`src/rtl/mem_write_buffer.sv`:
```
// mem_write_buffer
//   Store buffer between a CPU data port and a single-ported data memory.
//   Stores are queued in a DEPTH-entry FIFO. They retire to memory in
//   arrival order whenever the memory port is not being used by a load.
//
//   Parameter
//     DEPTH          number of buffered store entries (power of two, 2..16)
//
//   Ports
//     clk            rising-edge clock
//     rst_n          asynchronous active-low reset; discards all buffered stores
//     cpu_memread    CPU load request
//     cpu_memwrite   CPU store request
//     cpu_address    CPU word address (shared by load and store)
//     cpu_writedata  CPU store data
//     cpu_readdata   load result (combinational; 0 when no load is serviced)
//     stall          CPU must hold its request and retry next cycle
//     mem_memread    memory read strobe
//     mem_memwrite   memory write strobe (head entry being retired)
//     mem_address    memory address (0 when the port is idle)
//     mem_writedata  memory write data (0 when not retiring)
//     mem_readdata   memory read data
//     empty          no entries held
//
//   Build option
//     WBUF_FORWARD_EN  defined: loads are forwarded from the newest matching
//                      buffered store, or read from memory, without stalling;
//                      draining pauses while a load is requested.
//                      undefined: a load stalls until the buffer has drained.
module mem_write_buffer #(
    parameter int unsigned DEPTH = 4
) (
    input  logic        clk,
    input  logic        rst_n,
    input  logic        cpu_memread,
    input  logic        cpu_memwrite,
    input  logic [31:0] cpu_address,
    input  logic [31:0] cpu_writedata,
    output logic [31:0] cpu_readdata,
    output logic        stall,
    output logic        mem_memread,
    output logic        mem_memwrite,
    output logic [31:0] mem_address,
    output logic [31:0] mem_writedata,
    input  logic [31:0] mem_readdata,
    output logic        empty
);

    localparam int unsigned PTR_W = (DEPTH > 1) ? $clog2(DEPTH) : 1;
    localparam int unsigned CNT_W = $clog2(DEPTH + 1);

    logic [31:0]      addr_q [DEPTH];
    logic [31:0]      data_q [DEPTH];
    logic [PTR_W-1:0] head_q;
    logic [PTR_W-1:0] tail_q;
    logic [CNT_W-1:0] count_q;

    logic full;
    logic pop;
    logic push;
    logic read_claim;
    logic read_stall;
    logic write_stall;

    assign full  = (count_q == CNT_W'(DEPTH));
    assign empty = (count_q == '0);

    // Control. The pop decision is made from the raw load request rather than
    // from the claimed read so that stall, pop and claim have no combinational
    // loop: with the buffer full and a load+store pending, the store stalls and
    // the port stays idle until the load request goes away.
    always_comb begin
        pop         = 1'b0;
        read_stall  = 1'b0;
        write_stall = 1'b0;
        stall       = 1'b0;
        read_claim  = 1'b0;
        push        = 1'b0;
        if (rst_n) begin
`ifdef WBUF_FORWARD_EN
            pop        = !empty && !cpu_memread;
            read_stall = 1'b0;
`else
            pop        = !empty;
            read_stall = cpu_memread && !empty;
`endif
            write_stall = cpu_memwrite && full && !pop;
            stall       = read_stall || write_stall;
            read_claim  = cpu_memread && !stall;
            push        = cpu_memwrite && !stall;
        end
    end

    // Memory port: a claimed read wins, otherwise the head entry retires.
    always_comb begin
        mem_memread   = read_claim;
        mem_memwrite  = pop;
        mem_address   = '0;
        mem_writedata = '0;
        if (read_claim) begin
            mem_address = cpu_address;
        end else if (pop) begin
            mem_address   = addr_q[head_q];
            mem_writedata = data_q[head_q];
        end
    end

`ifdef WBUF_FORWARD_EN
    logic        fwd_hit;
    logic [31:0] fwd_data;

    // Walk from oldest to newest so the last match is the newest entry.
    // Only registered contents are searched: a store in the same cycle is
    // not visible to the load.
    always_comb begin
        fwd_hit  = 1'b0;
        fwd_data = '0;
        for (int unsigned i = 0; i < DEPTH; i++) begin
            if (CNT_W'(i) < count_q &&
                addr_q[head_q + PTR_W'(i)] == cpu_address) begin
                fwd_hit  = 1'b1;
                fwd_data = data_q[head_q + PTR_W'(i)];
            end
        end
    end

    always_comb begin
        cpu_readdata = '0;
        if (read_claim) begin
            cpu_readdata = fwd_hit ? fwd_data : mem_readdata;
        end
    end
`else
    always_comb begin
        cpu_readdata = '0;
        if (read_claim) begin
            cpu_readdata = mem_readdata;
        end
    end
`endif

    // Pointers and occupancy.
    always_ff @(posedge clk or negedge rst_n) begin
        if (!rst_n) begin
            head_q  <= '0;
            tail_q  <= '0;
            count_q <= '0;
        end else begin
            if (push) begin
                tail_q <= tail_q + PTR_W'(1);
            end
            if (pop) begin
                head_q <= head_q + PTR_W'(1);
            end
            case ({push, pop})
                2'b10:   count_q <= count_q + CNT_W'(1);
                2'b01:   count_q <= count_q - CNT_W'(1);
                default: count_q <= count_q;
            endcase
        end
    end

    // Entry storage needs no reset: validity is carried by count_q.
    always_ff @(posedge clk) begin
        if (push) begin
            addr_q[tail_q] <= cpu_address;
            data_q[tail_q] <= cpu_writedata;
        end
    end

endmodule
```
`config.mk`:
```
export PLATFORM = sky130hd
export DESIGN_NAME = mem_write_buffer
export DESIGN_NICKNAME = d
export VERILOG_FILES = /design/src/rtl/mem_write_buffer.sv
export SDC_FILE = /design/constraint.sdc
export NUM_CORES = 1
export LEC_CHECK = 0
export BUFFER_PORTS_ARGS = -buffer_cell sky130_fd_sc_hd__buf_4
export CAP_MARGIN = 20
export CORE_MARGIN = 5
export CORE_UTILIZATION = 40
export CTS_CLUSTER_SIZE = 14
export DETAILED_ROUTE_END_ITERATION = 10
export PLACE_DENSITY = 0.68
export SYNTH_ARGS = -nofsm -noshare
export SYNTH_HDL_FRONTEND = slang
export SYNTH_SLANG_ARGS = --single-unit
```
`constraint.sdc`:
```
create_clock -name clk -period 6.94 [get_ports clk]
set_input_delay 0.694 -clock clk [delete_from_list [all_inputs] [get_ports clk]]
set_output_delay 0.694 -clock clk [all_outputs]
set_load 0.01 [all_outputs]
```
# After elaboration in Yosys (flattened, before gate mapping)
# Memory sizes are Yosys's and may differ from the RTL's.
# Index checks and enable logic that the tools add are counted.
[op_classes]
addsub = 4
eq_ne = 3
n_mux = 12
n_reduce_logical = 10
[ops]
columns = ["op", "count"]
rows = [
  ["two-way mux 32 bit", 5],
  ["two-way mux 1 bit", 6],
  ["one-hot mux 3 bit (2 select lines)", 1],
  ["logical AND 1 bit", 5],
  ["adder 2 x 1 -> 2 bit (second input constant)", 2],
  ["adder 3 x 1 -> 3 bit (second input constant)", 1],
  ["equality test 3 bit (second input constant)", 1],
  ["zero test 3 bit", 1],
  ["subtractor 3 x 1 -> 3 bit (second input constant)", 1],
  ["equality test 2 x 1 -> 1 bit (second input constant)", 1],
  ["equality test 2 bit (second input constant)", 1],
  ["zero test 1 bit", 2],
  ["nonzero test 2 bit", 1],
  ["logical OR 1 bit", 1],
]
[word_totals]
regBits = 7
ramBits = 256
inputBits = 100
out_inout_bits = 100
mem_count = 2
[memory_table]
columns = ["memory", "depth", "word_bits", "rd", "rd_clocked_by_memory_dff", "wr", "line", "rtl"]
rows = [
  ["addr_q", 4, 32, 1, 0, 1, "52", "logic [31:0] addr_q [DEPTH];"],
  ["data_q", 4, 32, 1, 0, 1, "53", "logic [31:0] data_q [DEPTH];"],
]

# Logic depth before layout (Yosys ltp)
[logic_depth]
ltp_word = 9
depth_mapped = 9
ltp_nobuf = 9

# Least setup slack after synthesis
# Ideal clock, no wire load.
[synth_path]
path_type = "reg-to-reg"
startpoint = "reg count_q[0]"
endpoint = "mem addr_q[0][0], enable pin"
setup_ns = 0.429
arrival_ns = 2.604
slack_ns = 3.907
stages_incl_launch_ff = 4
n_path_buf = 0
synth_period_minus_slack_ns = 3.033
path_cell_list = "dfrtp_1 > or3_4 > a21oi_2 > and2_1"
[synth_via]
elab_chain_cells = 9
[synth_rtl]
columns = ["element", "line", "rtl"]
rows = [
  ["start: declaration", "56", "logic [CNT_W-1:0] count_q;"],
  ["start signal: assignment", "156", "2'b10: count_q <= count_q + CNT_W'(1);"],
  ["start signal: assignment", "157", "2'b01: count_q <= count_q - CNT_W'(1);"],
  ["start signal: assignment", "158", "default: count_q <= count_q;"],
  ["equality test 3 bit or zero test 3 bit (tied branches)", "65, 66", ""],
  ["logical AND 1 bit or zero test 1 bit (tied branches)", "87, 85", ""],
  ["logical AND 1 bit, on equally long branches", "87, 85", ""],
  ["logical OR 1 bit (*)", "88", "stall = read_stall || write_stall;"],
  ["zero test 1 bit (*)", "90", "push = cpu_memwrite && !stall;"],
  ["logical AND 1 bit (*)", "90", ""],
  ["two-way mux 1 bit (*)", "79", "if (rst_n) begin"],
  ["two-way mux 1 bit (*)", "165", "if (push) begin"],
  ["two-way mux 1 bit (implied by the code) (*)", "166", "addr_q[tail_q] <= cpu_address;"],
  ["end: declaration", "52", ""],
]
# Every way passes the cells marked *; elsewhere a longest branch is shown, timed or not.

# Final worst setup path
[layout_path]
startpoint = "reg head_q[0]"
endpoint = "out mem_address[10]"
[layout_via]
elab_chain_cells = 3
[layout_rtl]
columns = ["element", "line", "rtl"]
rows = [
  ["start: declaration", "54", "logic [PTR_W-1:0] head_q;"],
  ["start signal: assignment", "153", "head_q <= head_q + PTR_W'(1);"],
  ["memory (4 x 32 bit)", "n/a", ""],
  ["two-way mux 32 bit", "102", "end else if (pop) begin"],
  ["two-way mux 32 bit", "100", "if (read_claim) begin"],
  ["end: declaration", "43", "output logic [31:0] mem_address,"],
]
# No other way between the ends.

==> flow_metrics.tcl <==
set metrics [dict create \
    r2r_slack_ps 4200 \
    layout_setup_ws_ps 3220 \
    multi_input_area_sq_mm 0.00237 \
    firstDrtPassIters 4 \
    clockBufferDepth 3 \
    period_minus_slack_ps 3720 \
    cp_max_fo 35 \
    num_rows 59 \
    yosysWarningCount 0 \
    cts_resized 0 \
    start_kind "flip-flop" \
    globalplace.congestion 0.842 \
    initial_utilization_pct 40.3 \
    whs_endpoint "data_q[3][27]" \
    leakagePower_uw 0.00469 \
    area_delta_synth_final_pct 25.1 \
    fin_crit_sh_pct 53.6 \
    pre_cts_slack_ps 3660 \
    rsz0062_at_grt "no" \
    core_sq_mm 0.0258 \
    grt_max_degree 66 \
    syn_avg_cell_area_sq_um 21.4 \
    dieArea_sq_mm 0.0294 \
    drive_above_1_share_pct 44.2 \
    fin_cells 1043 \
    critPathKind "flip-flop to primary output" \
    ctsHtreeMaxLevel 1 \
    final-seq-area_sq_mm 0.00787 \
    clk_latency_ps 520 \
    min_from "cpu_writedata[27]" \
    dp.cells 995 \
    crit_required_ps 6250 \
    design_power_total_uw 4600 \
    power.density_mw_per_mm2 353 \
    slew_headroom_pct 32.0 \
    synthesis.nets 592 \
    port_buffers 199 \
    hold_viol 0 \
    track_usage_pct 14.3 \
    r2r-end "count_q[2]" \
    synth_seq_area_share_pct 75.5 \
    fmax_mhz 269 \
    cts_tree "built" \
    fill_cells 2091 \
    layout_common_cells "edfxtp_1 (256), buf_4 (202), mux4_2 (64), and2_1 (64), a22o_1 (32)" \
    avgViaCountPerCell 5.10 \
    r2r_start "count_q[0]" \
    final_common_cell "edfxtp_1" \
    die_w_um 171 \
    critPathArrivalTime_ps 3020 \
    drt-total-wl_um 21600 \
    slew_viol_final 0 \
    ir_drop_mv 0.235 \
    dp_hpwl_um 13000 \
    pin_count 200 \
    max_cap_viol_count 0 \
    hp-class "input pin to flip-flop" \
    grt_pass1_wl_um 32700 \
    first_global_vias 5778 \
    synthCells 486 \
    tns_ps 0 \
    hold-path-cell-count 1 \
    drtIter0Drc 306 \
    clock-sinks 263 \
    grt-ovfl-total 0 \
    r2r_cells 8 \
    tightest_slew_ps 1020 \
    fin_nets 795 \
    vias 5316 \
    synth_area_sq_mm 0.0104 \
    synth-seq-cells 263 \
    ant_nets 0 \
    end_kind "primary output" \
    worst_clock_skew_ps 9.20 \
    cts_made_buffers 26 \
    status "finished clean" \
    die_height_um 171 \
    clock-root-buffer "clkbuf_16" \
    synth.distinct_cells 21 \
    wire_per_inst_um 20.7 \
    clkTransAtPathRegs_ps 60 \
    n_antenna_cell 0 \
    antenna_found_initial 0 \
    drc_errors 0 \
    final-setup-viol-count 0 \
]
cell usage after synthesis, drive strengths merged:
master | n | area (sq um)
mux2 | 1 | 11.3
or3 | 1 | 11.3
a21oi | 1 | 8.76
nand2 | 4 | 15.0
dfrtp | 7 | 175
o31a | 1 | 8.76
and2 | 68 | 425
buf | 20 | 146
ha | 5 | 62.6
nor2 | 3 | 11.3
inv | 7 | 26.3
fa | 1 | 20.0
clkbuf | 8 | 30.0
edfxtp | 256 | 7690
mux4 | 64 | 1440
xor2 | 3 | 26.3
xnor2 | 3 | 26.3
o21ai | 1 | 5.00
a22o | 32 | 280
power breakdown:
| part | leakage [uW] | internal [uW] | switching (uW) |
|---|---|---|---|
| clock network | 0.000400 | 781 | 551 |
| registers | 0.00240 | 1880 | 172 |
| logic | 0.00189 | 708 | 507 |
per-layer routing:
| metal | vias to the layer above | share of wire (%) | global-route usage (%) |
|---|---|---|---|
| met5 | - | 0 | 0 |
| met4 | 0 | 1.4 | 3.27 |
| met3 | 26 | 6.4 | 3.08 |
| met2 | 163 | 53 | 25.7 |
| met1 | 2743 | 39 | 17.8 |
| li1 | 2384 | - | - |
metrics by stage:
| step | cell area, sq um | util [%] | hold WS (ps) |
|---|---|---|---|
| finish | 13000 | 50.4 | 377 |
| floorplan | 10400 | - | 398 |
| CTS | 13000 | 50.4 | 343 |
| global route | 13000 | 50.4 | 345 |
| detailed placement | 12200 | 47.2 | 521 |
| global placement | 12200 | 47.2 | 480 |
cells by family after synthesis:
family          synth area share, %
mux                            13.9
flops                          75.5
fa+ha+maj                     0.793
compound gates                 2.91
xor+xnor                      0.504
simple gates                   4.44
buf+inv                        1.95
sequential cells by signal (all words and copies together) (netlist names):
signal and flops:
tail_q 2, data_q 128, count_q 3, addr_q 128, head_q 2
critical path, stage by stage, from the launching register on:
cell and delay [ps]:
dfrtp_4 840, buf_4 680, mux4_2 590, a22o_1 220, buf_4 140
how the worst max path moves through the flow:
stage / from / to
final: head_q[0] / mem_address[10]
after global routing: head_q[0] / mem_address[10]
after CTS: head_q[0] / mem_address[10]
after detailed placement: head_q[0] / mem_address[7]
after global placement: head_q[0] / mem_address[5]
after floorplan: count_q[0] / addr_q[0][0]
repair_timing:
item,CTS,global route
endpoints found under the hold margin,7,0
hold buffers,1,0
endpoints found under the setup margin,0,0
buffers inserted,0,0
cell type report:
cell class | instances | area share [%]
inverter | 7 | 0.202
tap | 335 | 3.22
clock buffer | 32 | 5.33
timing repair buffer | 203 | 11.7
clock inverter | 15 | 0.922
sequential | 263 | 60.4
multi-input combinational | 188 | 18.2
Note: power is estimated with default switching activity, not from simulation.
